==> config.mk <==
export PLATFORM = sky130hd
export DESIGN_NAME = cpu_debug_ctrl
export DESIGN_NICKNAME = d
export VERILOG_FILES = /design/src/rtl/cpu_debug_ctrl.sv
export SDC_FILE = /design/constraint.sdc
export NUM_CORES = 1
export LEC_CHECK = 0
export BUFFER_PORTS_ARGS = -buffer_cell sky130_fd_sc_hd__buf_2
export CAP_MARGIN = 0
export CORE_UTILIZATION = 45
export CTS_CLUSTER_DIAMETER = 200
export DETAILED_ROUTE_END_ITERATION = 10
export GPL_TIMING_DRIVEN = 1
export SETUP_SLACK_MARGIN = 0.05
export SKIP_CTS_REPAIR_TIMING = 1
export SYNTH_ARGS = -nofsm -noshare
export SYNTH_HDL_FRONTEND = slang
export SYNTH_SLANG_ARGS = --single-unit
==> constraint.sdc <==
create_clock -name clk -period 4 [get_ports clk]
set_clock_uncertainty 0.15 [all_clocks]
set_input_delay 0.8 -clock clk [delete_from_list [all_inputs] [get_ports clk]]
set_output_delay 0.8 -clock clk [all_outputs]
set_load 0.05 [all_outputs]
==> src/rtl/cpu_debug_ctrl.sv <==
// rtl/cpu_debug_ctrl.sv - CPU clock-enable generator, single step, debounced address stepper and cycle counter
module cpu_debug_ctrl #(
  parameter int                        DIV_W      = 32,
  parameter int                        N_MODES    = 4,
  parameter logic [N_MODES*DIV_W-1:0]  DIV_TABLE  = {32'd4, 32'd2500, 32'd25000, 32'd250000},
  parameter logic [DIV_W-1:0]          DIV_SLOW   = 32'd2500000,
  parameter int                        DEB_CYCLES = 250000,
  parameter int                        ADDR_W     = 10,
  parameter int                        ADDR_MAX   = 1023,
  parameter int                        CNT_W      = 32,
  localparam int                       MODE_W     = $clog2(N_MODES + 1)
) (
  input  logic               clk,
  input  logic               rst,
  input  logic [N_MODES-1:0] freq_req,
  input  logic               step_mode,
  input  logic               step_btn,
  input  logic               mem_view,
  input  logic               addr_up,
  input  logic               addr_dn,
  input  logic               cnt_clr,
  output logic               cpu_ce,
  output logic [MODE_W-1:0]  mode_idx,
  output logic [ADDR_W-1:0]  mem_addr,
  output logic [CNT_W-1:0]   cycle_count
);

  localparam int N_BTN = 3;
  localparam int DEB_W = $clog2(DEB_CYCLES + 1);
  localparam logic [ADDR_W-1:0] ADDR_LAST = ADDR_W'(ADDR_MAX);

  // Button bit order: 0 = step, 1 = up, 2 = down
  logic [N_BTN-1:0] btn_raw, sync1, sync2, deb, deb_d, rise;
  logic [DEB_W-1:0] deb_cnt [N_BTN];

  assign btn_raw = {addr_dn, addr_up, step_btn};
  assign rise    = deb & ~deb_d;

  always_ff @(posedge clk or negedge rst) begin
    if (!rst) begin
      sync1 <= '0;
      sync2 <= '0;
      deb   <= '0;
      deb_d <= '0;
      for (int b = 0; b < N_BTN; b++) deb_cnt[b] <= '0;
    end else begin
      sync1 <= btn_raw;
      sync2 <= sync1;
      deb_d <= deb;
      for (int b = 0; b < N_BTN; b++) begin
        if (sync2[b] == deb[b]) begin
          deb_cnt[b] <= '0;
        end else if (deb_cnt[b] == DEB_W'(DEB_CYCLES - 1)) begin
          deb[b]     <= sync2[b];
          deb_cnt[b] <= '0;
        end else begin
          deb_cnt[b] <= deb_cnt[b] + DEB_W'(1);
        end
      end
    end
  end

  logic [MODE_W-1:0] mode_nxt;
  logic [DIV_W-1:0]  div_raw, div_last, div_cnt, div_cnt_inc;

  // Lowest set request index wins; no request selects the slow default
  always_comb begin
    mode_nxt = MODE_W'(N_MODES);
    for (int i = N_MODES - 1; i >= 0; i--) begin
      if (freq_req[i]) mode_nxt = MODE_W'(i);
    end
  end

  // Table entry 0 sits in the most significant slice
  always_comb begin
    div_raw = DIV_SLOW;
    for (int i = 0; i < N_MODES; i++) begin
      if (mode_idx == MODE_W'(i)) div_raw = DIV_TABLE[(N_MODES-1-i)*DIV_W +: DIV_W];
    end
    div_last    = (div_raw == '0) ? '0 : div_raw - DIV_W'(1);
    div_cnt_inc = div_cnt + DIV_W'(1);
  end

  // cpu_ce is registered so it is high exactly while div_cnt == div-1
  always_ff @(posedge clk or negedge rst) begin
    if (!rst) begin
      mode_idx <= MODE_W'(N_MODES);
      div_cnt  <= '0;
      cpu_ce   <= 1'b0;
    end else begin
      mode_idx <= mode_nxt;
      if (step_mode) begin
        div_cnt <= '0;
        cpu_ce  <= rise[0];
      end else if (mode_nxt != mode_idx) begin
        div_cnt <= '0;
        cpu_ce  <= 1'b0;
      end else if (div_cnt == div_last) begin
        div_cnt <= '0;
        cpu_ce  <= (div_last == '0);
      end else begin
        div_cnt <= div_cnt_inc;
        cpu_ce  <= (div_cnt_inc == div_last);
      end
    end
  end

  always_ff @(posedge clk or negedge rst) begin
    if (!rst) begin
      cycle_count <= '0;
    end else if (cnt_clr) begin
      cycle_count <= '0;
    end else if (cpu_ce) begin
      cycle_count <= cycle_count + CNT_W'(1);
    end
  end

  // Simultaneous up and down edges cancel
  always_ff @(posedge clk or negedge rst) begin
    if (!rst) begin
      mem_addr <= '0;
    end else if (!mem_view) begin
      mem_addr <= '0;
    end else if (rise[1] && !rise[2]) begin
      mem_addr <= (mem_addr == ADDR_LAST) ? '0 : mem_addr + ADDR_W'(1);
    end else if (rise[2] && !rise[1]) begin
      mem_addr <= (mem_addr == '0) ? ADDR_LAST : mem_addr - ADDR_W'(1);
    end
  end

endmodule

; Yosys cells after proc, flatten, opt, wreduce, memory -nomap -nowiden
; Cells that the tools add are included.
[totals]
in_bits = 12
word_cells = 81
output_inout_bits = 46
register_bits = 144
[op_classes]
eq_ne = 14
add_sub_neg = 8
n_mux = 28
reduce_logical = 12
bitwise_logic = 5
[op_table]
columns = op, n
row1 = 32-bit 2-to-1 mux, 9
row2 = 18-bit 2-to-1 mux, 6
row3 = 32-bit by 1-bit adder with 32-bit output (second input constant), 2
row4 = 32-bit == test, 2
row5 = 32-bit logical NOT, 2
row6 = 18-bit by 1-bit adder with 18-bit output (second input constant), 3
row7 = 18-bit == test (second input constant), 3
row8 = 10-bit 2-to-1 mux, 5
row9 = 32-bit by 1-bit subtractor with 32-bit output (second input constant), 1
row10 = 22-bit 2-to-1 mux, 1
row11 = 3-bit 2-to-1 mux, 4
row12 = 10-bit by 1-bit adder with 10-bit output (second input constant), 1
row13 = 10-bit == test (second input constant), 1
row14 = 10-bit logical NOT, 1
row15 = 10-bit by 1-bit subtractor with 10-bit output (second input constant), 1
row16 = 3-bit by 2-bit == test with 1-bit output (second input constant), 2
row17 = 2-bit AND reduction, 3
row18 = 3-bit AND, 1
row19 = 1-bit == test, 3
row20 = 3-bit by 1-bit == test with 1-bit output (second input constant), 1
row21 = 3-bit logical NOT, 1
row22 = 1-bit 2-to-1 mux, 3
row23 = 3-bit by 1-bit != test with 1-bit output (second input constant), 1
row24 = 3-bit != test, 1
row25 = 5 further kinds, 9

; Logic depth before layout (Yosys ltp)
; Gate-level depths: netlist (run 1).
[depth]
ltp_word = 11
depth_mapped = 13

; Least setup slack after synthesis (run 1)
; Ideal clock, no wire load.
[synth_timing]
path_kind = register to register
startpoint = register mode_idx[1]
endpoint = register div_cnt[21]
setup_time_ns = 0.132
period_less_slack_ns = 3.444
stages_incl_launch_ff = 14
slack_ns = 0.556
arrival_ns = 3.162
cell_sequence = dfrtp_1 -> clkbuf_1 -> buf_1 -> nor2_1 -> inv_1 -> ha_1 -> clkbuf_1 -> a21oi_1 -> xnor2_1 -> nand4_1 -> o21ai_0 -> clkbuf_1 -> clkbuf_1 -> nor2_1
[synth_between]
elab_chain_len = 11
[synth_rtl]
columns = item, line_no
row1 = "start, declared", 23  ; output logic [MODE_W-1:0] mode_idx,
row2 = "start signal, assigned", 87  ; mode_idx <= MODE_W'(N_MODES);
row3 = "start signal, assigned", 91  ; mode_idx <= mode_nxt;
row4 = 3-bit logical NOT, 78  ; if (mode_idx == MODE_W'(i)) div_raw = DIV_TABLE[(N_MODES-1-i)*DIV_W +: DIV_W];
row5 = 22-bit 2-to-1 mux, 78
row6 = 32-bit 2-to-1 mux (3 in a row), 78
row7 = 32-bit by 1-bit subtractor with 32-bit output or 32-bit logical NOT (tied branches), 80  ; div_last = (div_raw == '0) ? '0 : div_raw - DIV_W'(1);
row8 = 32-bit 2-to-1 mux, 80
row9 = 32-bit == test, 98  ; end else if (div_cnt == div_last) begin
row10 = 32-bit 2-to-1 mux, 98
row11 = 32-bit 2-to-1 mux *, 95  ; end else if (mode_nxt != mode_idx) begin
row12 = 32-bit 2-to-1 mux *, 92  ; if (step_mode) begin
row13 = "end signal, assigned", 102  ; div_cnt <= div_cnt_inc;
row14 = "end, declared", 64  ; logic [DIV_W-1:0] div_raw, div_last, div_cnt, div_cnt_inc;
; Mark *: on every way between the ends. The rest lies on a longest branch, timed or not.
; A chain may end at the register's enable or synchronous reset.

; Final worst setup path (run 1)
[layout_timing]
startpoint = register mode_idx[2]
endpoint = register div_cnt[4]
; The elaborated chain is that of the path after synthesis.

==> results of run 1 <==
[kinds of logic after synthesis]
kind of cell               count (synthesis)  share of synthesized area, %
DFF                                      144                          43.0
xor gates and xnor gates                 111                          11.9
buffers and inverters                     81                          3.79
and+or+nand+nor                          455                          28.1
AOI/OAI and AO/OA                        142                          11.0
muxes                                      7                         0.895
adders and majority gates                  9                          1.34
[registers in the layout (all words and copies together) (netlist names), 10 cells and up]
signal and flops:
deb_cnt 54, mem_addr 10, div_cnt 32, cycle_count 32
[routing by layer]
metal | GRT usage (%) | share of wire [%] | vias up | routed length (um)
met5 | 0 | 0 | - | 0
met2 | 32.4 | 44 | 159 | 8290
li1 | - | - | 3413 | -
met3 | 4.12 | 4.7 | 38 | 869
met4 | 7.57 | 2.3 | 0 | 429
met1 | 28.4 | 49 | 3272 | 9070
[cell usage in the layout (no fill, tap or decap), drive strengths merged, types with 9 or more instances in the layout]
cell type and n:
nand2 63, a21oi 36, xor2 59, nand4 38
and2 11, nor4 21, nand3 49, nor3 28
dfrtp 143, xnor2 50, ha 9, nand2b 10
buf 69, o21ai 41, or3 26, inv 29
clkbuf 18, and3 20, nor2 139
[cells in the mapped netlist (6+ instances only)]
cell                       number
sky130_fd_sc_hd__clkbuf_1      45
sky130_fd_sc_hd__or3_1         25
sky130_fd_sc_hd__xnor2_1       50
sky130_fd_sc_hd__nand4_1       36
sky130_fd_sc_hd__nand2b_1      10
sky130_fd_sc_hd__xor2_1        59
sky130_fd_sc_hd__nand2_1       62
sky130_fd_sc_hd__o31ai_1        6
sky130_fd_sc_hd__nor3_1        28
sky130_fd_sc_hd__buf_2         10
sky130_fd_sc_hd__nand3b_1       6
sky130_fd_sc_hd__and3_1        20
sky130_fd_sc_hd__nand3_1       49
sky130_fd_sc_hd__inv_1         22
sky130_fd_sc_hd__nor2b_1        7
sky130_fd_sc_hd__a21oi_1       36
sky130_fd_sc_hd__ha_1           9
sky130_fd_sc_hd__and2_1        11
sky130_fd_sc_hd__o211ai_1       6
sky130_fd_sc_hd__nor4b_1        7
sky130_fd_sc_hd__nor4_1        21
sky130_fd_sc_hd__nor2_1       139
sky130_fd_sc_hd__dfrtp_1      143
sky130_fd_sc_hd__o21ai_0       40
[final timing paths]
kind                                          endpoint  depth (start not counted)
hold / removal                      sync2[0]$_DFF_PN0_                          0
min in group asynchronous      mem_addr[7]$_DFFE_PN0P_                          1
setup / recovery                  div_cnt[4]$_DFF_PN0_                         10
hold reg to reg                     sync2[0]$_DFF_PN0_                          0
max in group asynchronous  cycle_count[10]$_DFFE_PN0P_                          2
setup reg to reg                  div_cnt[4]$_DFF_PN0_                         10
[report_power, final]
part           internal (mW)  switching [mW]
clock                  0.830           0.676
sequential              1.47          0.0142
combinational         0.0530           0.111
total                   2.35           0.801
[metrics by stage]
| step | hold WS [ns] | total power [mW] | instances | utilization [%] |
|---|---|---|---|---|
| floorplan | 0.181 | 1.60 | 949 | - |
| global placement | 0.184 | 1.68 | 1188 | 48.8 |
| detailed placement | 0.186 | 1.68 | 1188 | 48.8 |
| CTS | 0.200 | 3.21 | 1220 | 52.0 |
| global route | 0.210 | 3.29 | 1220 | 52.0 |
| finish | 0.198 | 3.15 | 1220 | 52.0 |
[critical path, stage by stage, from the launching register on]
cell and delay (ns):
sky130_fd_sc_hd__dfstp_2 0.76, sky130_fd_sc_hd__nor2_1 0.13, sky130_fd_sc_hd__inv_1 0.08, sky130_fd_sc_hd__ha_1 0.38, sky130_fd_sc_hd__nor3b_1 0.09, sky130_fd_sc_hd__o21ai_0 0.23, sky130_fd_sc_hd__and3_1 0.19, sky130_fd_sc_hd__o221ai_1 0.17
sky130_fd_sc_hd__o21ai_2 0.48, sky130_fd_sc_hd__buf_4 0.29, sky130_fd_sc_hd__nor2_1 0.06
[final cells by class]
class,count,area share [%]
clock inverters,14,1.30
clock buffers,18,4.67
multi-input cells,724,47.5
inverters,22,0.879
repair buffers,69,4.19
flip-flops and latches,144,38.4
well taps,229,3.05
==> flow_metrics.env, run 1 <==
export IMPL_worst_ir_drop_vdd_uv=269
export IMPL_final_design_area_no_fill_sq_um=9400
export IMPL_global_route_usage_total_pct=20.7
export IMPL_worst_skew_pair_late_latency_ns=0.43
export IMPL_cts_tree="built"
export IMPL_standard_cell_rows=49
export IMPL_gp_routability_congestion=0.885
export IMPL_power_density_nw_per_um2=336
export IMPL_nFillCells=1687
export IMPL_initial_core_util_pct=46.4
export IMPL_layout_area_overhead_vs_synth_pct=12.1
export IMPL_overflow=0
export IMPL_hold_path_class="reg2reg"
export IMPL_grt_pass1_wl_mm=32.2
export IMPL_multi_input_comb_area_sq_um=4470
export IMPL_worst_slew_margin_rel_pct=29.0
export IMPL_synthesis_area_sq_um=8390
export IMPL_detailed_place_hpwl_mm=13.1
export IMPL_drc=26
export IMPL_outcome="finished, violations left"
export IMPL_reg2reg_setup_slack_ns=0.85
export IMPL_critical_path_reg2reg_startpoint="mode_idx[2]$_DFF_PN1_"
export IMPL_design_core_area_sq_um=18100
export IMPL_area_of_placed_instances_sq_um=8830
export IMPL_drtAntennaViolNets=0
export IMPL_clk_transition_reported_paths_ns=0.06
export IMPL_cts_buffers=17
export IMPL_violated_checks="design-rule violations"
export IMPL_post_drt_wl_per_cell_um=15.3
export IMPL_antenna_cells=0
export IMPL_dieWidth_um=139
export IMPL_setup_tns_ns=0
export IMPL_layout_min_cycle_time_ns=3.15
export IMPL_worstPathArrival_ns=3.31
export IMPL_antenna_violations_before_repair=0
export IMPL_tightestPinTransition_ns=1.05
export IMPL_grt_setup_unrepaired="no"
export IMPL_syn_area_per_cell_sq_um=8.84
export IMPL_yosysWarningCount=0
export IMPL_synth_largest_area_cell="sky130_fd_sc_hd__dfrtp_1"
export IMPL_layout_nets=999
export IMPL_async_reset_ff_share_pct=100
export IMPL_post_route_period_util_pct=78.8
export IMPL_drive_above_1_share_pct=12.5
export IMPL_yosys_most_used_dff="sky130_fd_sc_hd__dfrtp_1"
export IMPL_yosys_area_top_type_share_pct=42.7
export IMPL_synthTopCellsByArea="sky130_fd_sc_hd__dfrtp_1, sky130_fd_sc_hd__nor2_1, sky130_fd_sc_hd__xor2_1"
export IMPL_startpoint="mode_idx[2]$_DFF_PN1_"
export IMPL_leakage_power_figure_nw=3.97
export IMPL_drt_iter0_markers=511
export IMPL_numClockSinks=144
export IMPL_final_setup_violation_count=0
export IMPL_ff_latch_area_sq_um=3600
export IMPL_grt_start_max_net_pins=87
export IMPL_end_kind="flip-flop"
export IMPL_worstPathRequired_ns=4.16
export IMPL_die_footprint_sq_um=19200
export IMPL_hold_violations=0
export IMPL_synthCells=949
export IMPL_clock_fmax_mhz=317
export IMPL_chipHeight_um=139
export IMPL_route_final_wire_length_mm=18.7
export IMPL_dr_total_vias=6882
export IMPL_viasPerCell=5.64
export IMPL_first_global_vias=6496
export IMPL_min_from="sync1[0]$_DFF_PN0_"
export IMPL_detail_route_first_pass_iterations=8
export IMPL_cts_max_path_buffers=2
export IMPL_postSynthNetCount=970
export IMPL_yosys_reg_bits=144
export IMPL_max_cap_violations=0
export IMPL_final_max_slew_viol_count=0
export IMPL_cts_root_buf="sky130_fd_sc_hd__clkbuf_16"
export IMPL_timing_critical_path_from_type="flip-flop"
export IMPL_fin_ws_ns=0.846
export IMPL_dp_slack_ns=0.858
export IMPL_port_buffer_count=57
export IMPL_synth_edff_count=0
export IMPL_yosys_cell_types_count=79
export IMPL_cts_htree_levels=4
export IMPL_path_max_fanout=22
export IMPL_sequential_area_share_after_synthesis_pct=43.0
export IMPL_critical_path_class="reg2reg"
export IMPL_design_portCount=58
Power figures use the tool's default switching activity.
==> run 2, diff against run 1 <==
Clock period 4 ns to 2.6 ns, I/O delays scaled along.
==> flow_metrics.env, run 2 (synthesis gave the netlist of run 1 again) <==
export IMPL_outcome="finished, violations left"
export IMPL_violated_checks="design-rule violations"
export IMPL_mostFrequentLayoutCells="sky130_fd_sc_hd__dfrtp_1, sky130_fd_sc_hd__nor2_1, sky130_fd_sc_hd__buf_4"
export IMPL_worst_skew_pair_late_latency_ns=0.43
export IMPL_clock_fmax_mhz=385
export IMPL_detail_route_first_pass_iterations=8
export IMPL_layout_commonest_cell="sky130_fd_sc_hd__dfrtp_1"
export IMPL_critical_path_reg2reg_startpoint="div_cnt[11]$_DFF_PN0_"
export IMPL_fin_ws_ns=0.00236
export IMPL_drtAntennaViolNets=0
export IMPL_critical_path_class="reg2reg"
export IMPL_max_cap_violations=0
export IMPL_end_kind="flip-flop"
export IMPL_gp_routability_congestion=0.863
export IMPL_min_delay_worst_endpoint="sync1[2]$_DFF_PN0_"
export IMPL_route_final_wire_length_mm=19.6
export IMPL_cts_tree="built"
export IMPL_cp_slowest_stage_delay_ns=0.57
export IMPL_first_global_vias=6646
export IMPL_critical_path_depth=7
export IMPL_min_from="addr_dn"
export IMPL_standard_cell_rows=49
export IMPL_hold_path_class="in2reg"
export IMPL_port_buffer_count=57
export IMPL_reg_largest_list="deb_cnt x54, cycle_count x32, div_cnt x32"
export IMPL_dr_total_vias=7208
export IMPL_worst_path_dominant_cell_family="simple AND/OR/NAND/NOR gates"
export IMPL_power_density_nw_per_um2=493
export IMPL_critPathBufInv=0
export IMPL_path_max_fanout=2
export IMPL_cts_root_buf="sky130_fd_sc_hd__clkbuf_16"
export IMPL_grt_pass1_wl_mm=32.8
export IMPL_worstRegToRegCells=7
export IMPL_final_setup_violation_count=0
export IMPL_initial_core_util_pct=46.4
export IMPL_dieWidth_um=139
export IMPL_cts_htree_levels=4
export IMPL_dp_slack_ns=-0.0584
export IMPL_cts_max_path_buffers=2
export IMPL_timing_critical_path_from_type="flip-flop"
export IMPL_worstPathArrival_ns=2.80
export IMPL_layout_min_cycle_time_ns=2.60
export IMPL_drc=22
export IMPL_total_power_mw=5.10
export IMPL_grt_start_max_net_pins=48
export IMPL_final_util_pct=57.2
export IMPL_area_of_placed_instances_sq_um=9410
export IMPL_max_flop_register="deb_cnt"
export IMPL_leakage_power_figure_nw=4.48
export IMPL_drive_above_1_share_pct=21.9
export IMPL_largest_register_ffs=54
export IMPL_drt_iter0_markers=484
export IMPL_final_max_slew_viol_count=0
export IMPL_nFillCells=1605
export IMPL_design_core_area_sq_um=18100
export IMPL_detailed_place_hpwl_mm=13.6
export IMPL_final_design_area_no_fill_sq_um=10300
export IMPL_grt_setup_unrepaired="yes"
export IMPL_layout_nets=1083
export IMPL_post_drt_wl_per_cell_um=15.0
export IMPL_layout_area_overhead_vs_synth_pct=23.4
export IMPL_tightestPinTransition_ns=0.526
export IMPL_chipHeight_um=139
export IMPL_worst_ir_drop_vdd_uv=461
export IMPL_worstPathRequired_ns=2.80
export IMPL_numClockSinks=144
export IMPL_path_cells="nand4_4 -> or4_1 -> or4_4 -> or3b_1 -> a22oi_1 -> nand4_1 -> o21ai_1"
export IMPL_clk_transition_reported_paths_ns=0.07
export IMPL_design_portCount=58
export IMPL_hold_violations=0
export IMPL_cpMaxStageDelayCell="sky130_fd_sc_hd__or4_1"
export IMPL_viasPerCell=5.52
export IMPL_die_footprint_sq_um=19200
export IMPL_worst_slew_margin_rel_pct=64.6
export IMPL_global_route_usage_total_pct=20.9
export IMPL_cts_buffers=17
export IMPL_reg2reg_setup_slack_ns=0.002
export IMPL_r2r_end="cpu_ce$_DFF_PN0_"
export IMPL_antenna_violations_before_repair=1
export IMPL_whs_path_depth=1
export IMPL_overflow=0
export IMPL_post_route_period_util_pct=99.9
run 2: area by class of cell:
cell class	instances	area (sq um)	share of cell area [%]
Sequential cell	144	3610	34.9
Multi-Input combinational cell	724	4630	44.8
Antenna cell	1	2.50	0.0242
Clock inverter	15	194	1.87
Inverter	22	82.6	0.798
Tap cell	229	287	2.77
Timing Repair Buffer	153	1110	10.8
Clock buffer	17	425	4.11
run 2: worst max-delay path by stage:
stage / to / startpoint
final: cpu_ce$_DFF_PN0_ / div_cnt[11]$_DFF_PN0_
after global routing: cpu_ce$_DFF_PN0_ / mode_idx[0]$_DFF_PN0_
after CTS: cpu_ce$_DFF_PN0_ / div_cnt[0]$_DFF_PN0_
after detailed placement: cpu_ce$_DFF_PN0_ / div_cnt[0]$_DFF_PN0_
after global placement: cpu_ce$_DFF_PN0_ / div_cnt[0]$_DFF_PN0_
after floorplan: cpu_ce$_DFF_PN0_ / mode_idx[0]$_DFF_PN0_
run 2: per-layer routing:
layer  wire length, um  part of all wire (%)  vias up  track usage (%)
met1              9590                    49     3381             29.6
li1                  -                     -     3599                -
met2              8800                    45      199             31.8
met4               396                   2.0        0             8.34
met3               850                   4.3       29             3.74
met5                 0                     0        -                0
run 2: stage by stage:
| step | setup TNS [ns] | std cells | hold WS, ns |
|---|---|---|---|
| 2_1_floorplan | -0.712 | 949 | 0.0744 |
| 3_3_place_gp | -0.0600 | 1257 | 0.188 |
| 3_5_place_dp | -0.0584 | 1257 | 0.185 |
| 4_1_cts | -0.159 | 1289 | -0.119 |
| 5_1_grt | -0.982 | 1304 | 0.0361 |
| 6_report | 0 | 1305 | 0.0459 |
run 2: worst reg2reg max path: stages, from the launching register on:
cell                      delay [ns]
sky130_fd_sc_hd__dfrtp_1        0.39
sky130_fd_sc_hd__nand4_4        0.13
sky130_fd_sc_hd__or4_1          0.57
sky130_fd_sc_hd__or4_4          0.44
sky130_fd_sc_hd__or3b_1         0.37
sky130_fd_sc_hd__a22oi_1        0.21
sky130_fd_sc_hd__nand4_1        0.13
sky130_fd_sc_hd__o21ai_1        0.13
run 2: power by group:
| part | switching (mW) | internal (mW) |
|---|---|---|
| Combinational | 0.204 | 0.153 |
| Clock | 1.15 | 1.31 |
| Sequential | 0.0207 | 2.26 |
